===== config.mk =====
export PLATFORM = sky130hd
export DESIGN_NAME = lock_controller
export DESIGN_NICKNAME = d
export VERILOG_FILES = /design/src/rtl/security_pkg.sv /design/src/rtl/lock_timer.sv /design/src/rtl/lock_controller.sv
export SDC_FILE = /design/constraint.sdc
export NUM_CORES = 1
export LEC_CHECK = 0
export CORE_ASPECT_RATIO = 1.75
export CORE_MARGIN = 1
export CORE_UTILIZATION = 50
export CTS_CLUSTER_DIAMETER = 60
export DETAILED_ROUTE_END_ITERATION = 8
export PLACE_DENSITY_LB_ADDON = 0.3
export SYNTH_ARGS = -nofsm -noshare
export SYNTH_HDL_FRONTEND = slang
export SYNTH_SLANG_ARGS = --single-unit

===== constraint.sdc =====
create_clock -name clk -period 2.15 [get_ports clk]
set_input_delay 0.645 -clock clk [delete_from_list [all_inputs] [get_ports clk]]
set_output_delay 0.645 -clock clk [all_outputs]
set_load 0.01 [all_outputs]

===== src/rtl/security_pkg.sv =====
// Shared types and helpers for the security device lock sequencer.
// States, password width and a small constant-max helper.
package security_pkg;

  localparam int PW_W = 16;

  typedef enum logic [2:0] {
    IDLE     = 3'd0,
    CHECK    = 3'd1,
    UNLOCKED = 3'd2,
    FAIL     = 3'd3,
    SET_PW   = 3'd4,
    LOCKOUT  = 3'd5
  } lock_state_e;

  function automatic int max3(
    input int a,
    input int b,
    input int c
  );
    int m;
    m = (a > b) ? a : b;
    return (m > c) ? m : c;
  endfunction

endpackage


===== src/rtl/lock_timer.sv =====
// Shared state-duration counter for the lock sequencer.
// Restarts at 0 on request, otherwise counts up and saturates.
module lock_timer #(
  parameter int W = 8
) (
  input  logic         clk,
  input  logic         reset,
  input  logic         restart,
  output logic [W-1:0] count
);

  logic [W-1:0] r_count;

  // Up-count from zero after each restart; hold at all-ones.
  always_ff @(posedge clk) begin
    if (reset || restart) begin
      r_count <= '0;
    end else if (r_count != '1) begin
      r_count <= r_count + 1'b1;
    end
  end

  assign count = r_count;

endmodule


===== src/rtl/lock_controller.sv =====
// Lock/unlock sequencer: password check, set mode, fail hold and lockout.
// Optional attempt limit and LOCKOUT state built only with LOCKOUT_EN.
module lock_controller
  import security_pkg::*;
#(
  parameter logic [PW_W-1:0] DEFAULT_PW     = 16'h1234,
  parameter int              UNLOCK_CYCLES  = 100_000_000,
  parameter int              FAIL_CYCLES    = 50_000_000,
  parameter int              MAX_ATTEMPTS   = 3,
  parameter int              LOCKOUT_CYCLES = 500_000_000
) (
  input  logic            clk,
  input  logic            reset,
  input  logic [PW_W-1:0] digits,
  input  logic            storageFull,
  input  logic            enter,
  input  logic            newPassword,
  output logic            clear_digits,
  output logic            unlocked,
  output logic            fail,
  output logic            locked_out,
  output logic            set_mode,
  output logic [2:0]      state
);

  localparam int MAX_DUR =
    max3(UNLOCK_CYCLES, FAIL_CYCLES, LOCKOUT_CYCLES);
  localparam int TW = $clog2(MAX_DUR) + 1;

  if (MAX_ATTEMPTS < 1 || MAX_ATTEMPTS > 15 ||
      UNLOCK_CYCLES < 2 || FAIL_CYCLES < 1 ||
      LOCKOUT_CYCLES < 1) begin : g_bad_param
    $error("lock_controller: parameter out of range");
  end

  lock_state_e     r_state;
  lock_state_e     w_state_nxt;
  logic [PW_W-1:0] r_pw;
  logic            r_clear;
  logic            w_clear_nxt;
  logic            w_stay_restart;
  logic            w_restart;
  logic            w_pw_load;
  logic            w_att_inc;
  logic            w_att_clr;
  logic            w_match;
  logic [TW-1:0]   w_count;
  logic            w_unl_exp;
  logic            w_fail_exp;

  lock_timer #(
    .W (TW)
  ) u_timer (
    .clk     (clk),
    .reset   (reset),
    .restart (w_restart),
    .count   (w_count)
  );

  assign w_restart  = (w_state_nxt != r_state) || w_stay_restart;
  assign w_match    = storageFull && (digits == r_pw);
  assign w_unl_exp  = (w_count == TW'(UNLOCK_CYCLES - 1));
  assign w_fail_exp = (w_count == TW'(FAIL_CYCLES - 1));

`ifdef LOCKOUT_EN
  logic [3:0] r_att;
  logic       w_lo_exp;
  logic       w_att_max;

  assign w_lo_exp  = (w_count == TW'(LOCKOUT_CYCLES - 1));
  assign w_att_max = (r_att >= 4'(MAX_ATTEMPTS));

  // Consecutive-failure counter, saturating at 15.
  always_ff @(posedge clk) begin
    if (reset || w_att_clr) begin
      r_att <= '0;
    end else if (w_att_inc && r_att != 4'hF) begin
      r_att <= r_att + 4'd1;
    end
  end
`endif

  // State, password and registered clear pulse.
  always_ff @(posedge clk) begin
    if (reset) begin
      r_state <= IDLE;
      r_pw    <= DEFAULT_PW;
      r_clear <= 1'b0;
    end else begin
      r_state <= w_state_nxt;
      r_clear <= w_clear_nxt;
      if (w_pw_load) begin
        r_pw <= digits;
      end
    end
  end

  // Next state, clear request and side effects; enter beats newPassword.
  always_comb begin
    w_state_nxt    = r_state;
    w_clear_nxt    = 1'b0;
    w_stay_restart = 1'b0;
    w_pw_load      = 1'b0;
    w_att_inc      = 1'b0;
    w_att_clr      = 1'b0;
    unique case (r_state)
      IDLE: begin
        if (enter) begin
          w_state_nxt = CHECK;
          w_clear_nxt = 1'b1;
        end
      end
      CHECK: begin
        if (w_match) begin
          w_state_nxt = UNLOCKED;
          w_att_clr   = 1'b1;
        end else begin
          w_state_nxt = FAIL;
          w_att_inc   = 1'b1;
        end
      end
      UNLOCKED: begin
        if (enter) begin
          w_state_nxt = IDLE;
          w_clear_nxt = 1'b1;
        end else if (newPassword) begin
          w_state_nxt = SET_PW;
          w_clear_nxt = 1'b1;
        end else if (w_unl_exp) begin
          w_state_nxt = IDLE;
          w_clear_nxt = 1'b1;
        end
      end
      FAIL: begin
        if (w_fail_exp) begin
          w_state_nxt = IDLE;
`ifdef LOCKOUT_EN
          if (w_att_max) begin
            w_state_nxt = LOCKOUT;
            w_clear_nxt = 1'b1;
          end
`endif
        end
      end
      SET_PW: begin
        if (enter) begin
          w_clear_nxt = 1'b1;
          if (storageFull) begin
            w_pw_load   = 1'b1;
            w_state_nxt = UNLOCKED;
          end else begin
            w_stay_restart = 1'b1;
          end
        end else if (newPassword) begin
          w_state_nxt = UNLOCKED;
          w_clear_nxt = 1'b1;
        end else if (w_unl_exp) begin
          w_state_nxt = IDLE;
          w_clear_nxt = 1'b1;
        end
      end
`ifdef LOCKOUT_EN
      LOCKOUT: begin
        if (w_lo_exp) begin
          w_state_nxt = IDLE;
          w_clear_nxt = 1'b1;
          w_att_clr   = 1'b1;
        end
      end
`endif
      default: begin
        w_state_nxt = IDLE;
      end
    endcase
  end

  assign clear_digits = r_clear;
  assign unlocked     = (r_state == UNLOCKED) ||
                        (r_state == SET_PW);
  assign fail         = (r_state == FAIL);
  assign set_mode     = (r_state == SET_PW);
  assign state        = r_state;
`ifdef LOCKOUT_EN
  assign locked_out   = (r_state == LOCKOUT);
`else
  assign locked_out   = 1'b0;
`endif

endmodule


* Yosys cells after proc, flatten, opt, wreduce, memory -nomap -nowiden
Index checks and enable logic that the tools add are counted.
Storage, ports and cells: register bits after elaboration 50, input bits 21, output and inout port bits 8, word-level logic and storage cells 41
Operators by class: add/sub/neg operators 1, eq/ne operators 9, multiplexer cells 21, reduce and logical (&&, ||, !) cells 6
Operator list (number):
- 30-bit by 1-bit adder with 30-bit output, second input constant | 1
- 30-bit by 26-bit == test with 1-bit output, second input constant | 1
- 30-bit by 27-bit == test with 1-bit output, second input constant | 1
- 30-bit != test, second input constant | 1
- 3-bit 2-to-1 mux | 8
- 16-bit == test | 1
- 3-bit case mux with 5 select lines | 1
- 1-bit 2-to-1 mux | 11
- 3-bit by 2-bit == test with 1-bit output, second input constant | 2
- 3-bit by 1-bit == test with 1-bit output, second input constant | 1
- 3-bit == test, second input constant | 1
- 3-bit logical NOT | 1
- 1-bit logical OR | 3
- 3-bit != test | 1
- 1-bit case mux with 2 select lines | 1
- 2-bit OR reduction | 1
- 1-bit logical AND | 1

* Logic depth before layout (Yosys ltp)
word-level depth 8, mapped depth 8, depth with buffers taken out 7

* Hierarchy
A second synthesis with hierarchy kept.
Unflattened totals: cell total of the unflattened synthesis 319, area, all modules 2773.9 um^2
Modules (own cells, without submodules):
- lock_timer | times used 1, cells each 185, area each 1584.0 um^2, sequential area each 600.6 um^2
- lock_controller | times used 1, cells each 134, area each 1189.9 um^2, sequential area each 400.4 um^2

* Worst setup path before layout
OpenSTA, ideal clock, no wires.
path type reg2reg, from reg u_timer.r_count[0], in the netlist u_timer.count[0], to reg u_timer.r_count[8], in the netlist u_timer.count[8], setup time 0.114 ns, arrival time 1.759 ns, data required time 2.036 ns, slack 0.277 ns, stages on the path, launching flop included 8, buffers on the path 0, clock period less this slack 1.873 ns, cell sequence dfxtp_1 > ha_1 > and4_1 > and4bb_4 > and3_1 > or4_1 > xor2_1 > nor2_1
On the way: cells in the longest elaborated chain, start to end 8, elaborated cells between the ends (all ways) 14, classes of those cells add/sub (1); eq/ne (4); mux (7); reduce/logical (2)
RTL lines:
- from (decl) | RTL line lock_timer.sv:12 | logic [W-1:0] r_count;
- from (signal assigned) | RTL line lock_timer.sv:19 | r_count <= r_count + 1'b1;
- 30-bit by 27-bit == test with 1-bit output | RTL line lock_controller.sv:62 | assign w_unl_exp = (w_count == TW'(UNLOCK_CYCLES - 1));
- 3-bit 2-to-1 mux | RTL line lock_controller.sv:129, lock_controller.sv:157
- 3-bit 2-to-1 mux (on tied branches) | RTL line lock_controller.sv:154, lock_controller.sv:126
- 3-bit 2-to-1 mux (on tied branches) | RTL line lock_controller.sv:146, lock_controller.sv:123
- 3-bit case mux with 5 select lines | RTL line lock_controller.sv:106 | unique case (r_state)
- 3-bit != test | RTL line lock_controller.sv:60 | assign w_restart = (w_state_nxt != r_state) || w_stay_restart;
- 1-bit logical OR | RTL line lock_controller.sv:60
- 1-bit logical OR | RTL line lock_timer.sv:16 | if (reset || restart) begin
Parallel ways exist; a longest one is shown, timed or not. A chain may end at the register's enable or synchronous reset.

* Worst setup path after layout
from reg r_state[1], in the netlist state[1], to out state[1]
RTL lines:
- from (decl) | RTL line lock_controller.sv:36 | lock_state_e r_state;
- from (signal assigned) | RTL line lock_controller.sv:90 | r_state <= w_state_nxt;
- to (decl) | RTL line lock_controller.sv:23 | output logic [2:0] state
No word-level cell between the ends.

==> results_dict.tcl <==
set metrics [dict create \
    leakagePower_uw 0.00113 \
    route.detailed.drc 0 \
    dpl_worst_slack_ns -0.00981 \
    yosysTopAreaCellShare_pct 38.8 \
    cts_hold_buf 0 \
    area_delta_synth_final_pct 20.4 \
    critical_path.slowest_cell "clkdlybuf4s50_1" \
    path_cells "buf_4 -> clkdlybuf4s50_1" \
    grt_max_degree 31 \
    grtUsageMet3_pct 5.21 \
    grt_pass1_wl_um 9290 \
    antenna_found_initial 0 \
    cp_num_cells 2 \
    syn-num-nets 330 \
    crit_path_end_kind "primary output" \
    vias_per_cell 5.61 \
    start_util_pct 51.8 \
    cts_tree "done" \
    num-fill-cells 436 \
    cts_max_path_buffers 2 \
    ys_async_sr_fraction_pct 0 \
    setup_viol 0 \
    coreArea_sq_mm 0.00498 \
    drv_cap 0 \
    power.density_mw_per_mm2 538 \
    die_h_um 97.0 \
    placedCellCount 394 \
    r2r_slack_ns 0.19 \
    row_count 34 \
    register_area_sq_mm 0.00100 \
    wl_um 5360 \
    synth_seq_cells 50 \
    cts.reportedPaths.clkPinSlew_ns 0.09 \
    die_area_sq_mm 0.00546 \
    gp_congestion 0.781 \
    synth_area_sq_mm 0.00258 \
    crit_path_start_kind "flip-flop" \
    synth_cell_types 48 \
    io_buffers 27 \
    synth_common_cells "dfxtp_1 (50), nand2_1 (50), nor2_1 (32), xor2_1 (27), a21oi_1 (21)" \
    hold_class "flip-flop to flip-flop" \
    cts_setup_buffers 0 \
    cts_buffers 5 \
    slowest_delay_ns 0.55 \
    reg2regPathDepth 8 \
    period_needed_ns 2.01 \
    yosysWarnings 0 \
    gr-usage-met2_pct 40.8 \
    crit_required_ns 1.50 \
    drive_above_1_share_pct 12.6 \
    fin_setup_tns_ns 0 \
    crit_start "state[1]" \
    wire_per_inst_um 13.3 \
    die_w_um 56.3 \
    grtUsageMet1_pct 20.6 \
    drtAntennaViolNets 0 \
    grt_pass1_vias 2227 \
    critPathCapture "state[1]" \
    syn_area_per_cell_sq_um 8.38 \
    critical_path.max_fanout 7 \
    critPathBufInv 2 \
    clk_latency_ns 0.30 \
    cp.arrival_ns 1.37 \
    root_buffer "clkbuf_8" \
    post_cts_resized 8 \
    first_pass_iters 4 \
    ys_seq_area_share_pct 38.8 \
    drt_iter0_drc 51 \
    layout_setup_ws_ns 0.135 \
    outcome "complete, no violations" \
    finalNetCount 369 \
    fin_worst_skew_ns 0.00666 \
    timing.hold.ws_ns 0.472 \
    r2r_end "u_timer.count[20]" \
    num_antenna_cells 0 \
    vias 2254 \
    grt_busiest_layer "met2" \
    path_class "flip-flop to primary output" \
    clock_sinks 50 \
    netlist_top_cells_area "dfxtp_1 (39%), xor2_1 (9.2%), nand2_1 (7.3%), xnor2_1 (4.8%), nor2_1 (4.7%)" \
    yosysTopAreaCell "dfxtp_1" \
    synth_top_flop_cell "dfxtp_1" \
    reg2reg_from "u_timer.count[0]" \
    rsz0062_at_grt "no" \
    path_delay_family "buffers and inverters" \
    final_util_pct 62.4 \
    fmax_mhz 496 \
    finalCritPeriodShare_pct 93.7 \
    multi_input_area_sq_mm 0.00151 \
    vdd_drop_max_uv 410 \
    io_pins 29 \
    grt_overflow 0 \
    finalHoldViolations 0 \
    synth_edf_count 0 \
    dpl.hpwl_um 4080 \
    final_cells 402 \
    htree_levels 2 \
    grt_use_total_pct 21.3 \
    drv_slew 0 \
    synth_cells 308 \
]
## worst register-to-register path: cells and delay by family (launching register included)
family                   cells  cell delay (ns)
AO/OA/AOI/OAI                2             0.39
adder cells (fa/ha/maj)      1             0.19
buffers and inverters        2             0.36
flip-flops                   1             0.39
AND/OR/NAND/NOR              3             0.53
## state kept, by name, summed over array words and instances, names as in the netlist
register	cells
r_pw	16
state	3
clear_digits	1
u_timer.count	30
## logic make-up after synthesis
logic type      count (synthesis)  share of synthesized area (%)
compound gates                 33                           8.29
xor+xnor                       41                           13.9
fa+ha+maj                       1                          0.485
buf+inv                        15                           3.44
flops                          50                           38.8
mux                             2                          0.776
other cells                     1                          0.145
simple gates                  165                           34.1
## stage by stage
| step | area [sq um] | total power, uW |
|---|---|---|
| after floorplan | 2580 | 1040 |
| after global placement | 3000 | 1120 |
| after detailed placement | 3000 | 1120 |
| after CTS | 3100 | 1680 |
| after global routing | 3110 | 1740 |
| final | 3110 | 1670 |
## how the worst min path moves through the flow
| stage | from | to | slack (ns) | cells past startpoint |
|---|---|---|---|---|
| floorplan | r_pw[0] | r_pw[0] | 0.45 | 2 |
| global placement | r_pw[11] | r_pw[11] | 0.45 | 2 |
| detailed placement | r_pw[11] | r_pw[11] | 0.46 | 2 |
| CTS | r_pw[11] | r_pw[11] | 0.47 | 2 |
| global route | r_pw[8] | r_pw[8] | 0.50 | 2 |
| finish | r_pw[11] | r_pw[11] | 0.47 | 2 |
## cell usage in the layout, fill, tap and decap left out, types with 2 or more instances in the layout
cell type,n
nor3b_1,2
dfxtp_2,2
nand2_1,50
and3_1,13
dfxtp_1,48
buf_4,13
and2_1,3
nor4_1,4
nor3_1,6
mux2i_1,2
a21oi_1,21
o21ai_0,3
nor2b_1,2
nand2b_1,2
xnor2_1,14
nor4b_1,2
nor3_2,3
clkdlybuf4s50_1,24
clkbuf_8,6
nor2_1,31
a21o_1,2
dlygate4sd2_1,3
nand3_1,11
inv_1,4
nor2_2,5
and4_1,3
xor2_1,27
nand4_1,12
buf_12,3
nand3b_1,5
## report_power, final
| group | total [uW] | switching (uW) | leakage [uW] | internal [uW] |
|---|---|---|---|---|
| logic | 159 | 73.1 | 0.000682 | 85.9 |
| registers | 944 | 9.90 | 0.000404 | 934 |
| clock network | 570 | 309 | 0.0000482 | 260 |
## final cells by class
type                            instances  share of cell area (%)
Multi-Input combinational cell        243                    48.4
Sequential cell                        50                    32.3
Timing Repair Buffer                   43                    13.7
Clock buffer                            7                    2.78
Tap cell                               54                    2.17
Inverter                                4                   0.483
Clock inverter                          1                   0.161
## layer usage
layer	vias up	routed length (um)
met5	-	0
met4	0	124
met3	9	142
met2	35	3010
met1	1076	2090
li1	1134	-
Power figures use the tool's default switching activity.
